[config.mk]
export PLATFORM = sky130hd
export DESIGN_NAME = uart_tx_feeder
export DESIGN_NICKNAME = d
export VERILOG_FILES = /design/src/rtl/uart_tx_feeder.sv
export SDC_FILE = /design/constraint.sdc
export NUM_CORES = 1
export LEC_CHECK = 0
export BUFFER_PORTS_ARGS = -buffer_cell sky130_fd_sc_hd__buf_2
export CORE_ASPECT_RATIO = 0.5
export CORE_MARGIN = 3
export CORE_UTILIZATION = 55
export DETAILED_ROUTE_END_ITERATION = 16
export PLACE_DENSITY_LB_ADDON = 0.25
export SLEW_MARGIN = 15
export SYNTH_ARGS = -nofsm -noshare
export SYNTH_HDL_FRONTEND = slang
export SYNTH_SLANG_ARGS = --single-unit
[constraint.sdc]
create_clock -name CLK -period 8.6 [get_ports CLK]
set_clock_uncertainty 0.15 [all_clocks]
set_input_delay 1.72 -clock CLK [delete_from_list [all_inputs] [get_ports CLK]]
set_output_delay 1.72 -clock CLK [all_outputs]
set_load 0.02 [all_outputs]
[src/rtl/uart_tx_feeder.sv]
// uart_tx_feeder: byte FIFO plus fixed-slot pacer that feeds a simplex UART transmitter.
// Define UART_TX_FEEDER_OVF_EN to add the sticky o_overflow flag for refused writes.
module uart_tx_feeder #(
    parameter int TicksPerBit = 434,
    parameter int Depth       = 16,
    parameter int GuardTicks  = 2
) (
    input  logic                    CLK,
    input  logic                    RST,
    input  logic                    i_wr_valid,
    input  logic [7:0]              i_wr_data,
    output logic                    o_wr_ready,
    output logic                    o_send,
    output logic [7:0]              o_frame,
    output logic [$clog2(Depth):0]  o_count,
    output logic                    o_busy
`ifdef UART_TX_FEEDER_OVF_EN
    ,
    output logic                    o_overflow
`endif
);

    localparam int SlotTicks = 10 * TicksPerBit + GuardTicks;
    localparam int PtrW      = $clog2(Depth);
    localparam int CntW      = PtrW + 1;
    localparam int TimerW    = $clog2(SlotTicks);

    localparam logic [CntW-1:0]   FullCount = CntW'(Depth);
    localparam logic [TimerW-1:0] LastTick  = TimerW'(SlotTicks - 1);

    typedef enum logic {
        IDLE = 1'b0,
        WAIT = 1'b1
    } FeederState;

    FeederState        r_state;
    FeederState        w_stateNext;
    logic [7:0]        r_mem [Depth];
    logic [PtrW-1:0]   r_rdPtr;
    logic [PtrW-1:0]   r_wrPtr;
    logic [CntW-1:0]   r_count;
    logic [TimerW-1:0] r_timer;
    logic [TimerW-1:0] w_timerNext;
    logic              r_send;
    logic              w_sendNext;
    logic [7:0]        r_frame;
    logic              w_push;
    logic              w_pop;

    // A full FIFO refuses writes even when a pop happens in the same cycle.
    assign o_wr_ready = (r_count != FullCount);
    assign w_push     = i_wr_valid && o_wr_ready;

    always_comb begin
        w_stateNext = r_state;
        w_timerNext = r_timer;
        w_sendNext  = 1'b0;
        w_pop       = 1'b0;
        case (r_state)
            IDLE: begin
                if (r_count != '0) begin
                    w_pop       = 1'b1;
                    w_sendNext  = 1'b1;
                    w_timerNext = '0;
                    w_stateNext = WAIT;
                end
            end
            WAIT: begin
                if (r_timer == LastTick) begin
                    w_stateNext = IDLE;
                end else begin
                    w_timerNext = r_timer + TimerW'(1);
                end
            end
            default: begin
                w_stateNext = IDLE;
            end
        endcase
    end

    always_ff @(posedge CLK) begin
        if (RST) begin
            r_state <= IDLE;
            r_timer <= '0;
            r_send  <= 1'b0;
            r_frame <= 8'h00;
            r_rdPtr <= '0;
            r_wrPtr <= '0;
            r_count <= '0;
        end else begin
            r_state <= w_stateNext;
            r_timer <= w_timerNext;
            r_send  <= w_sendNext;
            if (w_pop) begin
                r_frame <= r_mem[r_rdPtr];
                r_rdPtr <= r_rdPtr + PtrW'(1);
            end
            if (w_push) begin
                r_wrPtr <= r_wrPtr + PtrW'(1);
            end
            case ({w_push, w_pop})
                2'b10:   r_count <= r_count + CntW'(1);
                2'b01:   r_count <= r_count - CntW'(1);
                default: r_count <= r_count;
            endcase
        end
    end

    // Storage needs no reset: pointers and count define which entries are valid.
    always_ff @(posedge CLK) begin
        if (w_push) begin
            r_mem[r_wrPtr] <= i_wr_data;
        end
    end

`ifdef UART_TX_FEEDER_OVF_EN
    logic r_overflow;

    always_ff @(posedge CLK) begin
        if (RST) begin
            r_overflow <= 1'b0;
        end else if (i_wr_valid && !o_wr_ready) begin
            r_overflow <= 1'b1;
        end
    end

    assign o_overflow = r_overflow;
`endif

    assign o_send  = r_send;
    assign o_frame = r_frame;
    assign o_count = r_count;
    assign o_busy  = (r_state != IDLE) || (r_count != '0);

endmodule

# Word-level counts from Yosys, hierarchy flattened
# Memory sizes are Yosys's and may differ from the RTL's. A register that Yosys moved wholly into a read port is not among the register bits.
# Index checks and enable logic that the tools add are counted.
# classes
add_sub_neg,5
n_div,0
n_reduce_logical,5
n_eq_ne,6
shifts,0
mux,10
n_mul,0
bitwise,1
magnitude_cmp,0
# ops
operator,count
13-bit two-way mux,2
13-bit one-hot mux with 2 select lines,1
"13-bit by 1-bit adder with 13-bit output, second input constant",1
"13-bit equality test, second input constant",1
5-bit one-hot mux with 2 select lines,1
"4-bit by 1-bit adder with 4-bit output, second input constant",2
"5-bit by 1-bit adder with 5-bit output, second input constant",1
1-bit two-way mux,5
"5-bit inequality test, second input constant",1
5-bit nonzero test,1
"5-bit by 1-bit subtractor with 5-bit output, second input constant",1
"2-bit inequality test, second input constant",2
"2-bit by 1-bit equality test with 1-bit output, second input constant",1
"2-bit equality test, second input constant",1
1-bit one-hot mux with 2 select lines,1
2-bit AND reduction,1
2-bit nonzero test,1
1-bit logical AND,1
1-bit logical OR,1
1-bit inverter,1
# totals
input_bits,11
output_inout_bits,16
latch_bits,0
word_cells,34
mem_bits_rw,128
ff_bits,28
mem_count,1
romBits,0
# memory_table
memory,words,word_bits,rd,rd_clocked_by_memory_dff,wr,line_no,rtl
r_mem,16,8,1,1,1,38,logic [7:0] r_mem [Depth];

# Logic depth before layout (Yosys ltp)
# depth
word_depth,5
depth_mapped,13
ltp_nobuf,10

# Least setup slack after synthesis
# OpenSTA, ideal clock, no wires.
# synth_timing
path_kind,input-to-reg
from,input i_wr_valid
to,register r_count[4] (netlist: o_count[4])
setup_time_ns,0.121
slack_ns,4.489
t_required_ns,8.329
n_path_buf,1
cell_stages,10
t_arrival_ns,3.840
path_cell_list,a21boi_1 -> inv_1 -> ha_1 -> clkbuf_1 -> xor2_1 -> ha_1 -> or3b_2 -> a21oi_1 -> o21ai_1 -> mux2_2
# synth_via
elab_chain_len,3
word_cells_on_any_way,5
classes_between,2 x eq/ne; 1 x mux; 2 x reduce/logical
# synth_lines
element,line_no,rtl
"start, declared",10,"input logic i_wr_valid,"
1-bit logical AND (*),52,assign w_push = i_wr_valid && o_wr_ready;
2-bit by 1-bit equality test with 1-bit output or 2-bit equality test (tied branches),101,"case ({w_push, w_pop})"
5-bit one-hot mux with 2 select lines or 2-bit nonzero test (tied branches),-,
"end signal, assigned",102,2'b10: r_count <= r_count + CntW'(1);
"end signal, assigned",103,2'b01: r_count <= r_count - CntW'(1);
"end signal, assigned",104,default: r_count <= r_count;
"end, declared",41,logic [CntW-1:0] r_count;
# Every way passes the cells marked *; elsewhere a longest branch is shown, timed or not.
# A chain may end at the register's enable or synchronous reset.

# Final worst setup path
# Same ends and word-level chain as after synthesis.

==> impl_metrics.toml <==
[run_status]
status = "complete, no violations"

[clock_tree]
numCtsBuffers = 17
post_cts_buffers = 0
cts_resized = 0
clock_sinks = 164
hold_buffers = 0
cts_buffer_depth = 2
clk_latency_ns = 0.42
clkTransAtPathRegs_ns = 0.07
htreeDepth = 4
clock-root-buffer = "clkbuf_16"
cts_tree = "done"

[timing]
rsz0062_at_grt = "no"
maxSlewViolCount = 0
setup_viol = 0
fin_crit_ns = 4.05
max_freq_mhz = 247
slew_headroom_pct = 31.7
worst_slew_pin_slew_ns = 1.02
hold_violations = 0
tns_ns = 0
fin_crit_sh_pct = 47.1

[placement]
gp_congestion = 0.831
placed_area_mm2 = 0.00702
post-dp-hpwl_mm = 8.53
dp.cells = 584
io_buffers = 26

[critical_path]
crit_start = "i_wr_valid"
crit_arrival_ns = 4.21
cp_cell_sequence = "buf_2 > a21boi_1 > inv_1 > ha_1 > xor2_1 > ha_1 > or3b_2 > a21oi_1 > o21ai_1 > mux2_2"
cpMostUsedCell = "ha_1"
crit_slowest_cell = "a21boi_1"
cp_max_fo = 9
rr_startpoint = "o_count[0]$_SDFFE_PP0P_"
cp_data_required_time_ns = 8.76
ff2ff_path_depth = 10
cp-end-kind = "register"
crit_type = "in -> reg"
cp-start-kind = "input port"
critPathMaxStageDelay_ns = 0.48

[yosys]
seq_area_frac_synth_pct = 67.3
syn_area_mm2 = 0.00678
ys_seq_elements = 164
synth_cell_types = 50
synth_compound_area_share_pct = 5.63
synth_top_area_cell = "edfxtp_1"
syn_nets = 439
synth_warnings = 0
synthArstFlopShare_pct = 0
syn_area_per_cell_um2 = 16.2
synthMuxAreaShare_pct = 13.5
synth.top_cell.area_share_pct = 56.7
synth_xor_area_share_pct = 1.42
synth_edf_count = 128
synth_flop_cell = "edfxtp_1"
synth_top_family_by_area = "multiplexers"
synth-simple-area-share_pct = 7.68
synthTopCellsByArea = "edfxtp_1 57%, dfxtp_1 11%, mux4_2 11%, mux2i_1 2.7%, ha_1 1.8%"
synthAdderAreaFrac_pct = 1.85
syn_inst = 418

[global_routing]
grt_pass1_wl_mm = 21.6
first_global_vias = 3842
antenna_found_initial = 0
grt.overflow.total = 0
grt_max_degree = 36
grt.total_usage_pct = 21.2

[die]
core_mm2 = 0.0115
pin_count = 27
fp.dieH_um = 84.5
start_util_pct = 59.0
dieArea_mm2 = 0.0138
rows = 27
die_w_um = 163

[min_path]
holdCritStartpoint = "r_timer[12]$_SDFFE_PP0P_"
hold_depth = 2
min_path_type = "reg -> reg"

[power_and_ir_drop]
p_leak_nw = 2.46
ir_drop_v = 0.000158
finalPower_w = 0.00217
p_per_area_mw_per_mm2 = 286

[final_layout]
areaGrowthSynthToFinish_pct = 12.2
final_area_mm2 = 0.00761
final_util_pct = 66.2
nets = 465
final_cells = 616
diodes = 0
drive_gt1_share_pct = 24.7

[routing]
vias_per_cell = 6.21
drtPass1Iterations = 5
routed_wl_mm = 13.5
wl_per_cell_um = 22.0
drc = 0
vias = 3827
ant_nets = 0
drtIter0Drc = 418

[job]
maxCapViolations = 0
## per-layer routing
layer | track usage (%) | part of all wire (%)
met4 | 6.68 | 1.3
met1 | 29.4 | 42
met5 | 0 | 0
met2 | 33.6 | 49
met3 | 5.42 | 6.8
## path summary, 6_finish.rpt
path	endpoint	slack, ns
worst min-delay path	r_timer[12]$_SDFFE_PP0P_	0.35
worst max-delay path	o_count[4]$_SDFFE_PP0P_	4.55
worst max register to register	o_count[4]$_SDFFE_PP0P_	5.02
worst min register to register	r_timer[12]$_SDFFE_PP0P_	0.35
## logic make-up after synthesis
logic type      after synthesis
simple gates                 94
compound gates               51
xor+xnor                     11
mux                          51
flops                       164
fa+ha+maj                    10
buf+inv                      37
## state kept, by name, indices dropped and copies added (netlist names)
name     flops
r_mem      128
o_frame      8
r_state      1
r_wrPtr      4
o_send       1
r_timer     13
o_count      5
r_rdPtr      4
## cell type report
| class | instances | area (µm²) |
|---|---|---|
| fill | 754 | 3880 |
| clock inverter | 15 | 156 |
| tap | 159 | 199 |
| timing repair buffer | 31 | 168 |
| clock buffer | 17 | 425 |
| inverter | 13 | 48.8 |
| multi-input combinational | 217 | 2050 |
| sequential | 164 | 4570 |
## layout by cell type, fill, tap and decap left out, drive strengths merged, types with 3 or more instances in the layout
cell,Yosys,layout
nor3,6,6
o221ai,8,8
mux4,32,32
inv,13,22
xor2,7,7
or4,6,6
clkbuf,8,17
nand2b,3,3
buf,16,31
o21ai,8,8
edfxtp,128,128
or3,9,9
nand2,13,13
o31ai,6,6
a21oi,19,19
mux2i,18,18
ha,10,10
xnor2,4,4
nand3,18,18
dfxtp,36,36
o211ai,3,3
clkinv,0,6
nor2,27,27
## Yosys cell counts, types with 6 or more instances
| cell type | count |
|---|---|
| edfxtp_1 | 128 |
| dfxtp_1 | 36 |
| mux4_2 | 32 |
| nor2_1 | 27 |
| mux2i_1 | 18 |
| nand3_1 | 17 |
| a21oi_1 | 14 |
| nand2_1 | 13 |
| inv_1 | 12 |
| ha_1 | 10 |
| or3_1 | 9 |
| buf_2 | 8 |
| clkbuf_1 | 8 |
| o221ai_1 | 8 |
| xor2_1 | 7 |
| o21ai_1 | 6 |
| o31ai_1 | 6 |
## per-stage QoR
stage,hold WS [ns],worst slack (ns)
final,0.350,4.55
after global routing,0.383,4.43
after CTS,0.349,4.54
after detailed placement,0.339,4.16
after global placement,0.320,4.30
after floorplan,0.299,4.49
## worst max-delay path: cells and delay by family
kind / cells / cell delay (ns)
mux: 1 / 0.27
buf+inv: 2 / 0.26
compound gates: 3 / 0.73
xor+xnor: 1 / 0.18
simple gates: 1 / 0.45
fa+ha+maj: 2 / 0.59
## power by group
group          internal [W]  total, W  switching [W]
Combinational      0.000191  0.000481       0.000290
Clock              0.000389  0.000737       0.000348
Sequential         0.000908  0.000955      0.0000465
Total               0.00149   0.00217       0.000684
(Power assumes the default switching activity.)
